### src/rtl/tdm_pkg.sv
// tdm_pkg: shared defaults, lock state and miss counter width for the TDM demux
package tdm_pkg;
  localparam int N_CH_DEF = 4;
  localparam int SEL_W_DEF = 2;
  localparam int MISS_W = 3;
  typedef enum logic {HUNT, LOCKED} state_t;
endpackage

### src/rtl/tdm_slot_counter.sv
// tdm_slot_counter: slot index tracker with realign-to-1 and clear
module tdm_slot_counter
  import tdm_pkg::*;
#(
  parameter int N_CH = N_CH_DEF,
  parameter int SEL_W = SEL_W_DEF
) (
  input  logic             clk,
  input  logic             rst,
  input  logic             en,
  input  logic             load1,
  input  logic             clr,
  output logic [SEL_W-1:0] slot,
  output logic             wrap
);
  assign wrap = en && slot == SEL_W'(N_CH - 1);
  always_ff @(posedge clk)
    slot <= (rst || clr) ? '0 : load1 ? SEL_W'(1) : en ? slot + SEL_W'(1) : slot;
endmodule

### src/rtl/tdm_demux4.sv
// tdm_demux4: frame-sync locked demux of a serial TDM stream into N_CH-bit words
module tdm_demux4
  import tdm_pkg::*;
#(
  parameter int N_CH = N_CH_DEF,
  parameter int SEL_W = SEL_W_DEF,
  parameter int MISS_MAX = 2
) (
  input  logic             clk,
  input  logic             rst,
  input  logic             en,
  input  logic             din,
  input  logic             sync,
  output logic [N_CH-1:0]  out,
  output logic             frame_valid,
  output logic [SEL_W-1:0] slot,
  output logic             locked,
  output logic             sync_err
);
  state_t state;
  logic [N_CH-1:0] shadow;
  logic [MISS_W-1:0] miss_cnt;
  logic misalign, lost, cnt_en, load1, clr, wrap;
  assign misalign = state == LOCKED && sync && slot != '0;
  assign lost = state == LOCKED && !sync && slot == '0 && miss_cnt + MISS_W'(1) == MISS_W'(MISS_MAX);
  assign load1 = en && sync && (state == HUNT || misalign);
  assign clr = en && lost;
  assign cnt_en = en && state == LOCKED;
  tdm_slot_counter #(.N_CH(N_CH), .SEL_W(SEL_W)) u_cnt (
    .clk(clk), .rst(rst), .en(cnt_en), .load1(load1), .clr(clr), .slot(slot), .wrap(wrap)
  );
  always_ff @(posedge clk) begin
    if (rst) begin
      state <= HUNT;
      shadow <= '0;
      out <= '0;
      miss_cnt <= '0;
      frame_valid <= 1'b0;
      sync_err <= 1'b0;
      locked <= 1'b0;
    end else begin
      frame_valid <= 1'b0;
      sync_err <= 1'b0;
      if (en && state == HUNT && sync) begin
        state <= LOCKED;
        locked <= 1'b1;
        shadow <= N_CH'(din);
        miss_cnt <= '0;
      end else if (en && misalign) begin
        sync_err <= 1'b1;
        shadow <= N_CH'(din);
        miss_cnt <= '0;
      end else if (en && lost) begin
        state <= HUNT;
        locked <= 1'b0;
        sync_err <= 1'b1;
        shadow <= '0;
        miss_cnt <= '0;
      end else if (cnt_en) begin
        if (slot == '0)
          miss_cnt <= sync ? '0 : (&miss_cnt) ? miss_cnt : miss_cnt + MISS_W'(1);
        shadow[slot] <= din;
        if (wrap) begin
          out <= {din, shadow[N_CH-2:0]};
          frame_valid <= 1'b1;
        end
      end
    end
  end
endmodule

### config.mk
export PLATFORM = sky130hd
export DESIGN_NAME = tdm_demux4
export DESIGN_NICKNAME = d
export VERILOG_FILES = /design/src/rtl/tdm_pkg.sv /design/src/rtl/tdm_slot_counter.sv /design/src/rtl/tdm_demux4.sv
export SDC_FILE = /design/constraint.sdc
export NUM_CORES = 1
export LEC_CHECK = 0
export ABC_AREA = 1
export ABC_CLOCK_PERIOD_IN_PS = 1950
export CAP_MARGIN = 20
export CELL_PAD_IN_SITES_DETAIL_PLACEMENT = 1
export CELL_PAD_IN_SITES_GLOBAL_PLACEMENT = 2
export CORE_ASPECT_RATIO = 0.75
export CORE_MARGIN = 2
export CORE_UTILIZATION = 29
export CTS_CLUSTER_DIAMETER = 30
export DETAILED_ROUTE_END_ITERATION = 16
export PLACE_DENSITY = 0.74
export SYNTH_ARGS = -nofsm -noshare
export SYNTH_HDL_FRONTEND = slang
export SYNTH_SLANG_ARGS = --single-unit
### constraint.sdc
create_clock -name clk -period 1.95 [get_ports clk]
set_input_delay 0.39 -clock clk [delete_from_list [all_inputs] [get_ports clk]]
set_output_delay 0.39 -clock clk [all_outputs]
set_load 0.05 [all_outputs]
==> results of run 1 <==
[per-layer routing]
metal / track usage / wire length, um / vias up
met2: 0.182 / 718 / 11
met1: 0.183 / 921 / 320
met5: 0 / 0 / -
met3: 0.0508 / 84 / 2
met4: 0.0435 / 13 / 0
li1: - / - / 349
[cells in the mapped netlist (all sizes together)]
| library cell | n |
|---|---|
| o211ai | 1 |
| nand4 | 4 |
| buf | 1 |
| ha | 7 |
| o21ai | 5 |
| dfxtp | 15 |
| a31oi | 1 |
| a211oi | 1 |
| nor2 | 10 |
| nand3 | 5 |
| clkinv | 1 |
| nand2 | 24 |
| inv | 10 |
| a21oi | 10 |
[flip-flops by register name, summed over array words and instances, names as in the netlist]
register / count
out: 4
state: 1
u_cnt.slot: 2
sync_err: 1
frame_valid: 1
miss_cnt: 3
shadow: 3
[through the flow]
stage | setup slack (ns) | hold WS [ns]
2_1_floorplan | 0.175 | 0.437
3_5_place_dp | 0.171 | 0.459
4_1_cts | 0.103 | 0.474
5_1_grt | 0.0621 | 0.504
6_report | 0.124 | 0.468
3_3_place_gp | 0.161 | 0.452
[report_power, final]
| group | leakage (nW) | internal, W | total [W] | switching (W) |
|---|---|---|---|---|
| Clock | 0.0177 | 0.0000763 | 0.000181 | 0.000105 |
| Combinational | 0.281 | 0.0000351 | 0.000102 | 0.0000667 |
| Sequential | 0.122 | 0.000315 | 0.000324 | 0.00000917 |
[cell type report]
cell class / count / area [um2] / area share
Multi-Input combinational cell: 68 / 430 / 0.438
Sequential cell: 15 / 300 / 0.306
Timing Repair Buffer: 15 / 138 / 0.140
Tap cell: 36 / 45.0 / 0.0459
Inverter: 11 / 41.3 / 0.0420
Clock buffer: 3 / 22.5 / 0.0229
Clock inverter: 1 / 5.00 / 0.00510
[kinds of logic after synthesis]
group           count (synthesis)  synth area share
compound gates                 18             0.134
buf+inv                        12            0.0581
fa+ha+maj                       7             0.113
flops                          15             0.387
simple gates                   43             0.308
[path summary, 6_finish.rpt]
kind,from,to,slack (ns),depth (start not counted)
worst max register to register,u_cnt.slot[0],u_cnt.slot[1],0.26,7
worst min register to register,out[3],out[3],0.47,2
worst max-delay path,out[2],out[2],0.12,1
worst min-delay path,out[3],out[3],0.47,2
==> impl_metrics.toml, run 1 <==
[run_status]
status = "completed"

[timing]
maxSlewHeadroom = 0.661
fmax_mhz = 548
finalSetupViolCount = 0
rsz0062_at_grt = "false"
fin_crit_sh = 0.936
slew_violations = 0
tns_ns = 0
max_slew.worst_pin.slew_ns = 0.507
timing.final.crit_period_ns = 1.83
skew_ns = 0.00380
hold_viol = 0

[yosys]
synth_nets = 107
synth_top_cell_by_area = "dfxtp_1"
synth_area_um2 = 776
synth_top_area_frac = 0.387
ys_top_cells_by_area = "dfxtp_1, ha_1, nand2_1, a21oi_1, inv_1"
yosys_warnings = 0
seq_area_frac_synth = 0.387
syn-instance-count = 95
synth-seq-cells = 15
syn_area_per_cell_um2 = 8.17
yosys.cell_types.count = 20

[clock_network]
htree_levels = 1
ctsHoldBuffers = 0
cts_resized = 0
path_clk_slew_ns = 0.09
clk_latency_ns = 0.29
numCtsBuffers = 3
cts_tree = "yes"
cts.sinks = 15
cts-root-buf = "clkbuf_4"
clk_path_buf_depth = 2
post_cts_buffers = 0

[layout]
drive_gt1_frac = 0.159
final_common_cell = "nand2_1"
antenna_cells = 0
fin_util = 0.380
fillers = 317
stdcell_area_um2 = 982
syn_to_final_growth_pct = 26.6
layout_common_cells = "nand2_1, dfxtp_1, inv_1, a21oi_1, clkdlybuf4s50_1"
fin_cells = 149
final_nets = 126

[setup_path]
path_buf_inv = 1
worstSetupEndpointType = "primary output"
required_ns = 1.56
critPathMaxStageDelay_ns = 0.80
path_delay_family = "buffers and inverters"
crit_arrival_ns = 1.44
start_kind = "register"
critical_path_class = "reg -> out"
cp_slowest_cell = "clkdlybuf4s50_1"
worstPathMaxFanout = 2
path_cells = "clkdlybuf4s50_1"

[routing]
wl_per_cell_um = 11.7
vias_per_cell = 4.58
vias = 682
dr.first_iter.drc_count = 12
antenna_left = 0
post-route-drc-count = 0
wirelength_um = 1740
drt_pass1_iterations = 4

[global_routing]
grt_max_degree = 11
gr-total-overflow = 0
track_usage = 0.131
grt_pass1_wl_um = 3110
antenna_found_initial = 0
grt_pass1_vias = 661

[placed_design]
dp.cells = 145
placed_cell_area_um2 = 955
io_buffer_count = 13
dp_hpwl_um = 1410
gp_congestion = 0.717

[power_and_ir_drop]
power.total_w = 0.000607
p_leak_nw = 0.420
irDropWorstVdd_mv = 0.292
p_per_area_nw_per_um2 = 618

[floorplanning]
std_cell_rows = 16
ioPinCount = 14
die_y_um = 48.8
design.core.area_um2 = 2580
dieWidth_um = 63.7
dieArea_um2 = 3110
initial_core_util = 0.300

[job]
drv_cap = 0

[hold_path]
hp-class = "reg -> reg"
No activity file was read; power rests on OpenSTA's default activity.
==> run 2: changes to the inputs <==
Settings changed: SKIP_CTS_REPAIR_TIMING from default to 1.
==> results of run 2 <==
No change in the layout: final DEF, timing and power equal those of run 1.
